==> src/rtl/deser_pkg.sv <==
// deser_pkg: FSM state type and pointer/count width helper shared by the receive queue
package deser_pkg;
  typedef enum logic {
    COLLECT = 1'b0,
    PARITY  = 1'b1
  } state_e;
  function automatic int cnt_w(input int depth);
    return $clog2(depth) + 1;
  endfunction
endpackage

==> src/rtl/word_fifo.sv <==
// word_fifo: first-word-fall-through storage with wrapping pointers and a saturating-free occupancy count
module word_fifo
  import deser_pkg::*;
#(
  parameter int WIDTH = 8,
  parameter int DEPTH = 4
) (
  input  logic                    clock,
  input  logic                    reset,
  input  logic                    push,
  input  logic                    pop,
  input  logic                    flush,
  input  logic [WIDTH-1:0]        wdata,
  output logic [WIDTH-1:0]        head,
  output logic [cnt_w(DEPTH)-1:0] count
);
  localparam int PW = $clog2(DEPTH);
  localparam int CW = cnt_w(DEPTH);
  logic [WIDTH-1:0] mem_q [DEPTH];
  logic [WIDTH-1:0] mem_d [DEPTH];
  logic [PW-1:0] rd_q, rd_d, wr_q, wr_d;
  logic [CW-1:0] cnt_q, cnt_d;
  // next storage, pointers and occupancy; flush empties everything
  always_comb begin
    mem_d = mem_q;
    rd_d = rd_q;
    wr_d = wr_q;
    cnt_d = cnt_q;
    if (flush) begin
      rd_d = '0;
      wr_d = '0;
      cnt_d = '0;
    end else begin
      if (push) begin
        mem_d[wr_q] = wdata;
        wr_d = wr_q + 1'b1;
      end
      if (pop) rd_d = rd_q + 1'b1;
      cnt_d = cnt_q + CW'(push) - CW'(pop);
    end
  end
  // storage and pointer registers
  always_ff @(posedge clock or negedge reset) begin
    if (!reset) begin
      mem_q <= '{default: '0};
      rd_q <= '0;
      wr_q <= '0;
      cnt_q <= '0;
    end else begin
      mem_q <= mem_d;
      rd_q <= rd_d;
      wr_q <= wr_d;
      cnt_q <= cnt_d;
    end
  end
  assign head = (cnt_q == '0) ? '0 : mem_q[rd_q];
  assign count = cnt_q;
endmodule

==> src/rtl/deser_queue.sv <==
// deser_queue: serial-to-parallel receive queue; define DESER_PARITY_EN for a trailing even-parity bit per word
module deser_queue
  import deser_pkg::*;
#(
  parameter int WIDTH = 8,
  parameter int DEPTH = 4
) (
  input  logic                    clock,
  input  logic                    reset,
  input  logic                    bit_in,
  input  logic                    bit_valid,
  input  logic                    msb_first,
  input  logic                    flush,
  input  logic                    clear_err,
  output logic [WIDTH-1:0]        out_data,
  output logic                    out_valid,
  input  logic                    out_ready,
  output logic [cnt_w(DEPTH)-1:0] count,
`ifdef DESER_PARITY_EN
  output logic                    parity_err,
`endif
  output logic                    overrun
);
  localparam int IW = $clog2(WIDTH);
  localparam int CW = cnt_w(DEPTH);
  logic [IW-1:0] bit_idx_q, bit_idx_d, pos;
  logic [WIDTH-1:0] shreg_q, shreg_d, word, push_word;
  logic msb_q, msb_d, ord, take, last, complete, par_bad, pop, push;
  logic overrun_q, overrun_d;
`ifdef DESER_PARITY_EN
  state_e state_q, state_d;
  logic par_q, par_d, parity_err_q, parity_err_d;
`endif
  // place the sampled bit, advance the word FSM and derive push/drop/error events
  always_comb begin
    take = bit_valid & ~flush;
    last = bit_idx_q == IW'(WIDTH - 1);
    ord = (bit_idx_q == '0) ? msb_first : msb_q;
    pos = ord ? IW'(WIDTH - 1) - bit_idx_q : bit_idx_q;
    word = (bit_idx_q == '0) ? '0 : shreg_q;
    word[pos] = bit_in;
    bit_idx_d = flush ? '0 : bit_idx_q;
    shreg_d = shreg_q;
    msb_d = msb_q;
    complete = 1'b0;
    par_bad = 1'b0;
    push_word = word;
`ifdef DESER_PARITY_EN
    state_d = flush ? COLLECT : state_q;
    par_d = par_q;
    if (take && state_q == PARITY) begin
      complete = 1'b1;
      par_bad = par_q ^ bit_in;
      push_word = shreg_q;
      state_d = COLLECT;
    end else if (take) begin
      msb_d = ord;
      shreg_d = word;
      par_d = (bit_idx_q == '0) ? bit_in : par_q ^ bit_in;
      bit_idx_d = last ? '0 : bit_idx_q + 1'b1;
      state_d = last ? PARITY : COLLECT;
    end
`else
    if (take) begin
      msb_d = ord;
      shreg_d = word;
      complete = last;
      bit_idx_d = last ? '0 : bit_idx_q + 1'b1;
    end
`endif
    pop = out_valid & out_ready & ~flush;
    push = complete & ~par_bad & ((count != CW'(DEPTH)) | pop);
    overrun_d = (overrun_q & ~clear_err) | (complete & ~par_bad & ~push);
`ifdef DESER_PARITY_EN
    parity_err_d = (parity_err_q & ~clear_err) | (complete & par_bad);
`endif
  end
  // word-assembly state and sticky error flags
  always_ff @(posedge clock or negedge reset) begin
    if (!reset) begin
      bit_idx_q <= '0;
      shreg_q <= '0;
      msb_q <= 1'b0;
      overrun_q <= 1'b0;
`ifdef DESER_PARITY_EN
      state_q <= COLLECT;
      par_q <= 1'b0;
      parity_err_q <= 1'b0;
`endif
    end else begin
      bit_idx_q <= bit_idx_d;
      shreg_q <= shreg_d;
      msb_q <= msb_d;
      overrun_q <= overrun_d;
`ifdef DESER_PARITY_EN
      state_q <= state_d;
      par_q <= par_d;
      parity_err_q <= parity_err_d;
`endif
    end
  end
  word_fifo #(.WIDTH(WIDTH), .DEPTH(DEPTH)) u_fifo (
    .clock(clock),
    .reset(reset),
    .push(push),
    .pop(pop),
    .flush(flush),
    .wdata(push_word),
    .head(out_data),
    .count(count)
  );
  assign out_valid = count != '0;
  assign overrun = overrun_q;
`ifdef DESER_PARITY_EN
  assign parity_err = parity_err_q;
`endif
endmodule
==> config.mk <==
export PLATFORM = sky130hd
export DESIGN_NAME = deser_queue
export DESIGN_NICKNAME = d
export VERILOG_FILES = /design/src/rtl/deser_pkg.sv /design/src/rtl/word_fifo.sv /design/src/rtl/deser_queue.sv
export SDC_FILE = /design/constraint.sdc
export NUM_CORES = 1
export LEC_CHECK = 0
export ABC_AREA = 0
export CORE_UTILIZATION = 53
export CTS_CLUSTER_SIZE = 20
export DETAILED_ROUTE_END_ITERATION = 6
export PLACE_DENSITY = 0.74
export SKIP_LAST_GASP = 1
export SYNTH_ARGS = -nofsm -noshare
export SYNTH_HDL_FRONTEND = slang
export SYNTH_SLANG_ARGS = --single-unit
==> constraint.sdc <==
create_clock -name clock -period 6.3 [get_ports clock]
set_clock_uncertainty 0.05 [all_clocks]
set_input_delay 0.63 -clock clock [delete_from_list [all_inputs] [get_ports clock]]
set_output_delay 0.63 -clock clock [all_outputs]
set_load 0.02 [all_outputs]
# Yosys cells after proc, flatten, opt, wreduce, memory -nomap -nowiden
# Cells that the tools add are included.
classes:
  add_sub_neg: 6
  order_cmp: 5
  eq_ne: 2
  n_mux: 22
  n_bitwise: 13
  reduce_logical: 9
ops:
  columns: ["op", "count"]
  rows:
  - ["two-way mux 8 bit", 5]
  - ["bitwise mux 32 bit", 1]
  - ["binary-select mux 8 bit (select 2 bit)", 1]
  - ["demux 8 bit (select 2 bit)", 1]
  - ["two-way mux 3 bit", 5]
  - ["bitwise mux 8 bit", 1]
  - ["two-way mux 2 bit", 4]
  - ["bitwise AND 1 bit", 6]
  - ["greater-or-equal comparator 3 bit, second input constant", 2]
  - ["zero test 3 bit", 2]
  - ["inverter 2 -> 3 bit", 2]
  - ["nonzero test 2 bit", 3]
  - ["adder 2 x 1 -> 2 bit, second input constant", 2]
  - ["less-than comparator 3 x 4 -> 1 bit, second input constant", 1]
  - ["adder 3 x 1 -> 3 bit", 1]
  - ["adder 3 x 1 -> 3 bit, second input constant", 1]
  - ["demux 1 bit (select 3 bit)", 1]
  - ["== test 3 bit, second input constant", 1]
  - ["greater-or-equal comparator 3 x 1 -> 1 bit, second input constant", 1]
  - ["less-than comparator 3 x 1 -> 1 bit, second input constant", 1]
  - ["two-way mux 1 bit", 3]
  - ["!= test 3 bit, second input constant", 1]
  - ["inverter 1 bit", 3]
  - ["nonzero test 3 bit", 1]
  - ["5 further kinds", 7]
word_totals:
  register_bits: 52
  output_inout_bits: 13
  wordCells: 68

# Logic depth before layout (Yosys ltp)
depth:
  ltp_word: 9
  depth_mapped: 12

# Cells and area by module
# A second synthesis with hierarchy kept.
unflattened:
  hier_cells: 232
  hier_area_um2: 2890.3
by_module_without_submodules:
  columns: ["mod", "instances", "cells_per_inst", "area_each_um2", "seq_area_each_um2"]
  rows:
  - ["word_fifo", 1, 121, 1861.8, 975.9]
  - ["deser_queue", 1, 111, 1028.5, 325.3]

# Least setup slack after synthesis
# OpenSTA, ideal clock, no wires.
synth_path:
  path_type: "reg-to-reg"
  from: "reg u_fifo.cnt_q[2], in the netlist u_fifo.count[2]"
  to: "reg u_fifo.cnt_q[2], in the netlist u_fifo.count[2]"
  t_arrival_ns: 2.502
  t_required_ns: 6.118
  slack_ns: 3.616
  stages_incl_launch_ff: 13
  path_cell_list: "dfrtp_1 -> or3_1 -> clkbuf_1 -> nand2_1 -> nor2_1 -> ha_1 -> inv_1 -> ha_1 -> inv_1 -> fa_1 -> xor2_1 -> xnor2_1 -> nor2_1"
synth_via:
  elab_chain_cells: 8
  elab_cells_between_ends: 9
synth_rtl:
  columns: ["element", "line_no", "text"]
  rows:
  - ["start: declaration", "word_fifo.sv:22", "logic [CW-1:0] cnt_q, cnt_d;"]
  - ["start signal: assignment", "word_fifo.sv:53", "cnt_q <= cnt_d;"]
  - ["nonzero test 3 bit *", "deser_queue.sv:112", "assign out_valid = count != '0;"]
  - ["via out_valid", "deser_queue.sv:16", "output logic out_valid,"]
  - ["bitwise AND 1 bit * (2 in a row)", "deser_queue.sv:71", "pop = out_valid & out_ready & ~flush;"]
  - ["bitwise OR 1 bit", "deser_queue.sv:72", "push = complete & ~par_bad & ((count != CW'(DEPTH)) | pop);"]
  - ["bitwise AND 1 bit", "deser_queue.sv:72", null]
  - ["adder 3 x 1 -> 3 bit", "word_fifo.sv:39", "cnt_d = cnt_q + CW'(push) - CW'(pop);"]
  - ["subtractor 3 x 1 -> 3 bit *", "word_fifo.sv:39", null]
  - ["two-way mux 3 bit *", "word_fifo.sv:29", "if (flush) begin"]
  - ["via u_fifo.cnt_d[2]", "word_fifo.sv:22", null]
# Mark *: on every way through the listed nets, which the timed path passes. The rest lies on a longest branch.
# A chain may end at the register's enable or synchronous reset.

# Worst setup path after layout
layout_path:
  from: "reg u_fifo.rd_q[0]"
  to: "out out_data[1]"
layout_via:
  elab_chain_cells: 5
layout_rtl:
  columns: ["element", "line_no", "text"]
  rows:
  - ["start: declaration", "word_fifo.sv:21", "logic [PW-1:0] rd_q, rd_d, wr_q, wr_d;"]
  - ["start signal: assignment", "word_fifo.sv:51", "rd_q <= rd_d;"]
  - ["inverter 2 -> 3 bit (not written as such)", "word_fifo.sv:56", "assign head = (cnt_q == '0) ? '0 : mem_q[rd_q];"]
  - ["binary-select mux 8 bit (select 2 bit)", "word_fifo.sv:56", null]
  - ["two-way mux 8 bit (not written as such) (2 in a row)", "word_fifo.sv:56", null]
  - ["two-way mux 8 bit", "word_fifo.sv:56", null]
  - ["end: declaration", "deser_queue.sv:15", "output logic [WIDTH-1:0] out_data,"]
# No other way between the ends. The select of a mux whose other input is x is not followed.

==> out/results.ini <==
[run_status]
outcome=completed

[clock_tree]
cts.sinks=52
tritoncts=done
cts_buffers=5
holdBufCountCts=0
cts_root_buffer=clkbuf_8
cts_setup_buffers=0
htree_levels=2
clk_pin_slew_ns=0.10
worstSkewPairLatency_ns=0.30
cts_resized=0
cts.path.max_buffers=2

[die]
core_area_um2=5107
die_h_um=74.79
ios=21
initial_utilization=0.5497
die_area_um2=5593
die_x_um=74.79
rows=26

[worst_setup_path]
crit_arrival_ns=2.35
worst-r2r-cell-count=10
crit_type=reg2out
critPathRequiredTime_ns=5.62
r2r_end=u_fifo.count[2]
start_kind=register
r2r-start=bit_idx_q[0]
path_max_fanout=10
rrSetupSlack_ns=3.55
endpoint_kind=output port

[sta]
slew_headroom=0.5636
fin_ws_ns=3.271
max_freq_mhz=330.2
setup_viol=0
rsz0062_at_grt=false
fin_hold_ws_ns=0.3892
fin_crit_ns=3.029
hold_viol_final=0
max_slew.worst_pin.slew_ns=0.6546
drv_slew=0
fin_tns_setup_ns=0
finalCritPeriodShare=0.4807

[grt]
grt_pass1_wl_mm=8.266
gr-total-overflow=0
grt.total_usage=0.2010
grt_max_degree=53
grt_antenna_before_repair=0
grt_pass1_vias=1703

[synthesis]
ys_seq_elements=52
yosysSeqAreaShare=0.4635
synth_area_leaders=dfrtp_1, mux2_1, mux4_2
synth_top_area_cell=dfrtp_1
yosysUniqueCellTypes=42
synth_top_area_share=0.4635
synth_nets=235
syn_area_per_cell_um2=12.94
ys_warn_count=0
synthCells=217
netlist_area_um2=2808

[routing]
drt_iter0_markers=80
avgViaCountPerCell=5.432
ant_nets=0
routedWlPerCell_um=15.84
drc=0
wirelength_mm=4.880
num_vias=1673
firstDrtPassIters=4

[final_layout]
fin_nets=255
drive_gt1_frac=0.1807
multi_input_area_um2=1424
fin_area_um2=3143
diodes=0
regArea_um2=1301
layout_commonest_cell=dfrtp_1
fill_cells=412
final_cell_mix=dfrtp_1, mux2_1, clkdlybuf4s50_1
area_delta_synth_final_pct=11.94

[placed_design]
place_ws_ns=3.208
io_buffers=20
dpl-instance-area_um2=3057
hpwlAfterDp_mm=3.395
gp_congestion=0.7646

[pwr]
p_leak_nw=1.506
power_mw=0.7176
p_per_area_nw_per_um2=228.3
peakVddDrop_mv=0.1304

[hold_path]
min_path_type=in2async

[run]
cap_violations=0

layout make-up:
| type | count | area share |
|---|---|---|
| Multi-Input combinational cell | 146 | 0.4530 |
| Sequential cell | 52 | 0.4140 |
| Timing Repair Buffer | 21 | 0.06449 |
| Tap cell | 70 | 0.02787 |
| Clock buffer | 6 | 0.02309 |
| Inverter | 11 | 0.01314 |
| Clock inverter | 2 | 0.004379 |
cell families after synthesis:
group,share of synthesized area
muxes,0.2598
adders and majority gates,0.04724
and+or+nand+nor,0.1190
DFF,0.4635
xor gates and xnor gates,0.01560
AOI/OAI and AO/OA,0.06551
buffers and inverters,0.02941
worst max path at each step:
stage	startpoint	to	slack, ns	cells past startpoint
after floorplan	u_fifo.count[2]	u_fifo.count[2]	3.62	12
after global routing	u_fifo.rd_q[0]	out_data[0]	3.16	3
final	u_fifo.rd_q[0]	out_data[1]	3.27	3
after detailed placement	flush	u_fifo.count[2]	3.21	9
after CTS	u_fifo.rd_q[0]	out_data[1]	3.22	3
after global placement	flush	u_fifo.count[2]	3.27	9
through the flow:
stage | utilization | instances
5_1_grt | 0.6154 | 308
2_1_floorplan | - | 217
4_1_cts | 0.6154 | 308
3_5_place_dp | 0.5985 | 300
6_report | 0.6154 | 308
3_3_place_gp | 0.5985 | 300
cell usage after synthesis:
library cell	number
nand2_1	10
a31oi_1	2
nor3_1	1
mux4_2	8
clkbuf_1	2
nand3b_4	1
nand3_2	1
o211ai_1	1
or3_1	2
mux2i_2	2
and4bb_1	2
buf_1	1
nor2_1	18
xnor2_1	2
nand3b_1	2
and2_1	8
a221o_1	4
a21oi_1	2
ha_1	9
o22ai_2	2
o22ai_4	1
dfrtp_1	52
mux2_2	9
nand3_1	1
nand2_2	4
inv_1	10
nor2b_1	2
a31o_4	2
nor4b_2	1
mux2_1	28
mux2_4	1
mux2i_1	9
nand2b_1	2
or3b_4	1
a31oi_4	1
buf_2	3
xor2_1	3
fa_1	1
and4b_1	1
o22ai_1	2
buf_4	2
clkinv_1	1
routing by layer:
metal | part of all wire | vias up | GRT usage
li1 | - | 813 | -
met1 | 0.48 | 841 | 0.2818
met2 | 0.49 | 17 | 0.3263
met3 | 0.020 | 2 | 0.03614
met4 | 0.0055 | 0 | 0.05031
met5 | 0 | - | 0
registers in the layout (all words and copies together) (netlist names):
register,count
u_fifo.rd_q,2
bit_idx_q,3
overrun,1
u_fifo.mem_q,32
msb_q,1
shreg_q,8
u_fifo.count,3
u_fifo.wr_q,2
critical path, cell delays in order, from the launching register on:
cell	delay, ns
dfrtp_1	0.76
mux4_2	0.59
and2_1	0.17
clkdlybuf4s50_1	0.53
where the power goes:
group	switching, mW	internal, mW	leakage (nW)
logic	0.0715	0.0675	0.745
clock network	0.109	0.0794	0.0456
registers	0.0356	0.355	0.716
Note: power is estimated with default switching activity, not from simulation.
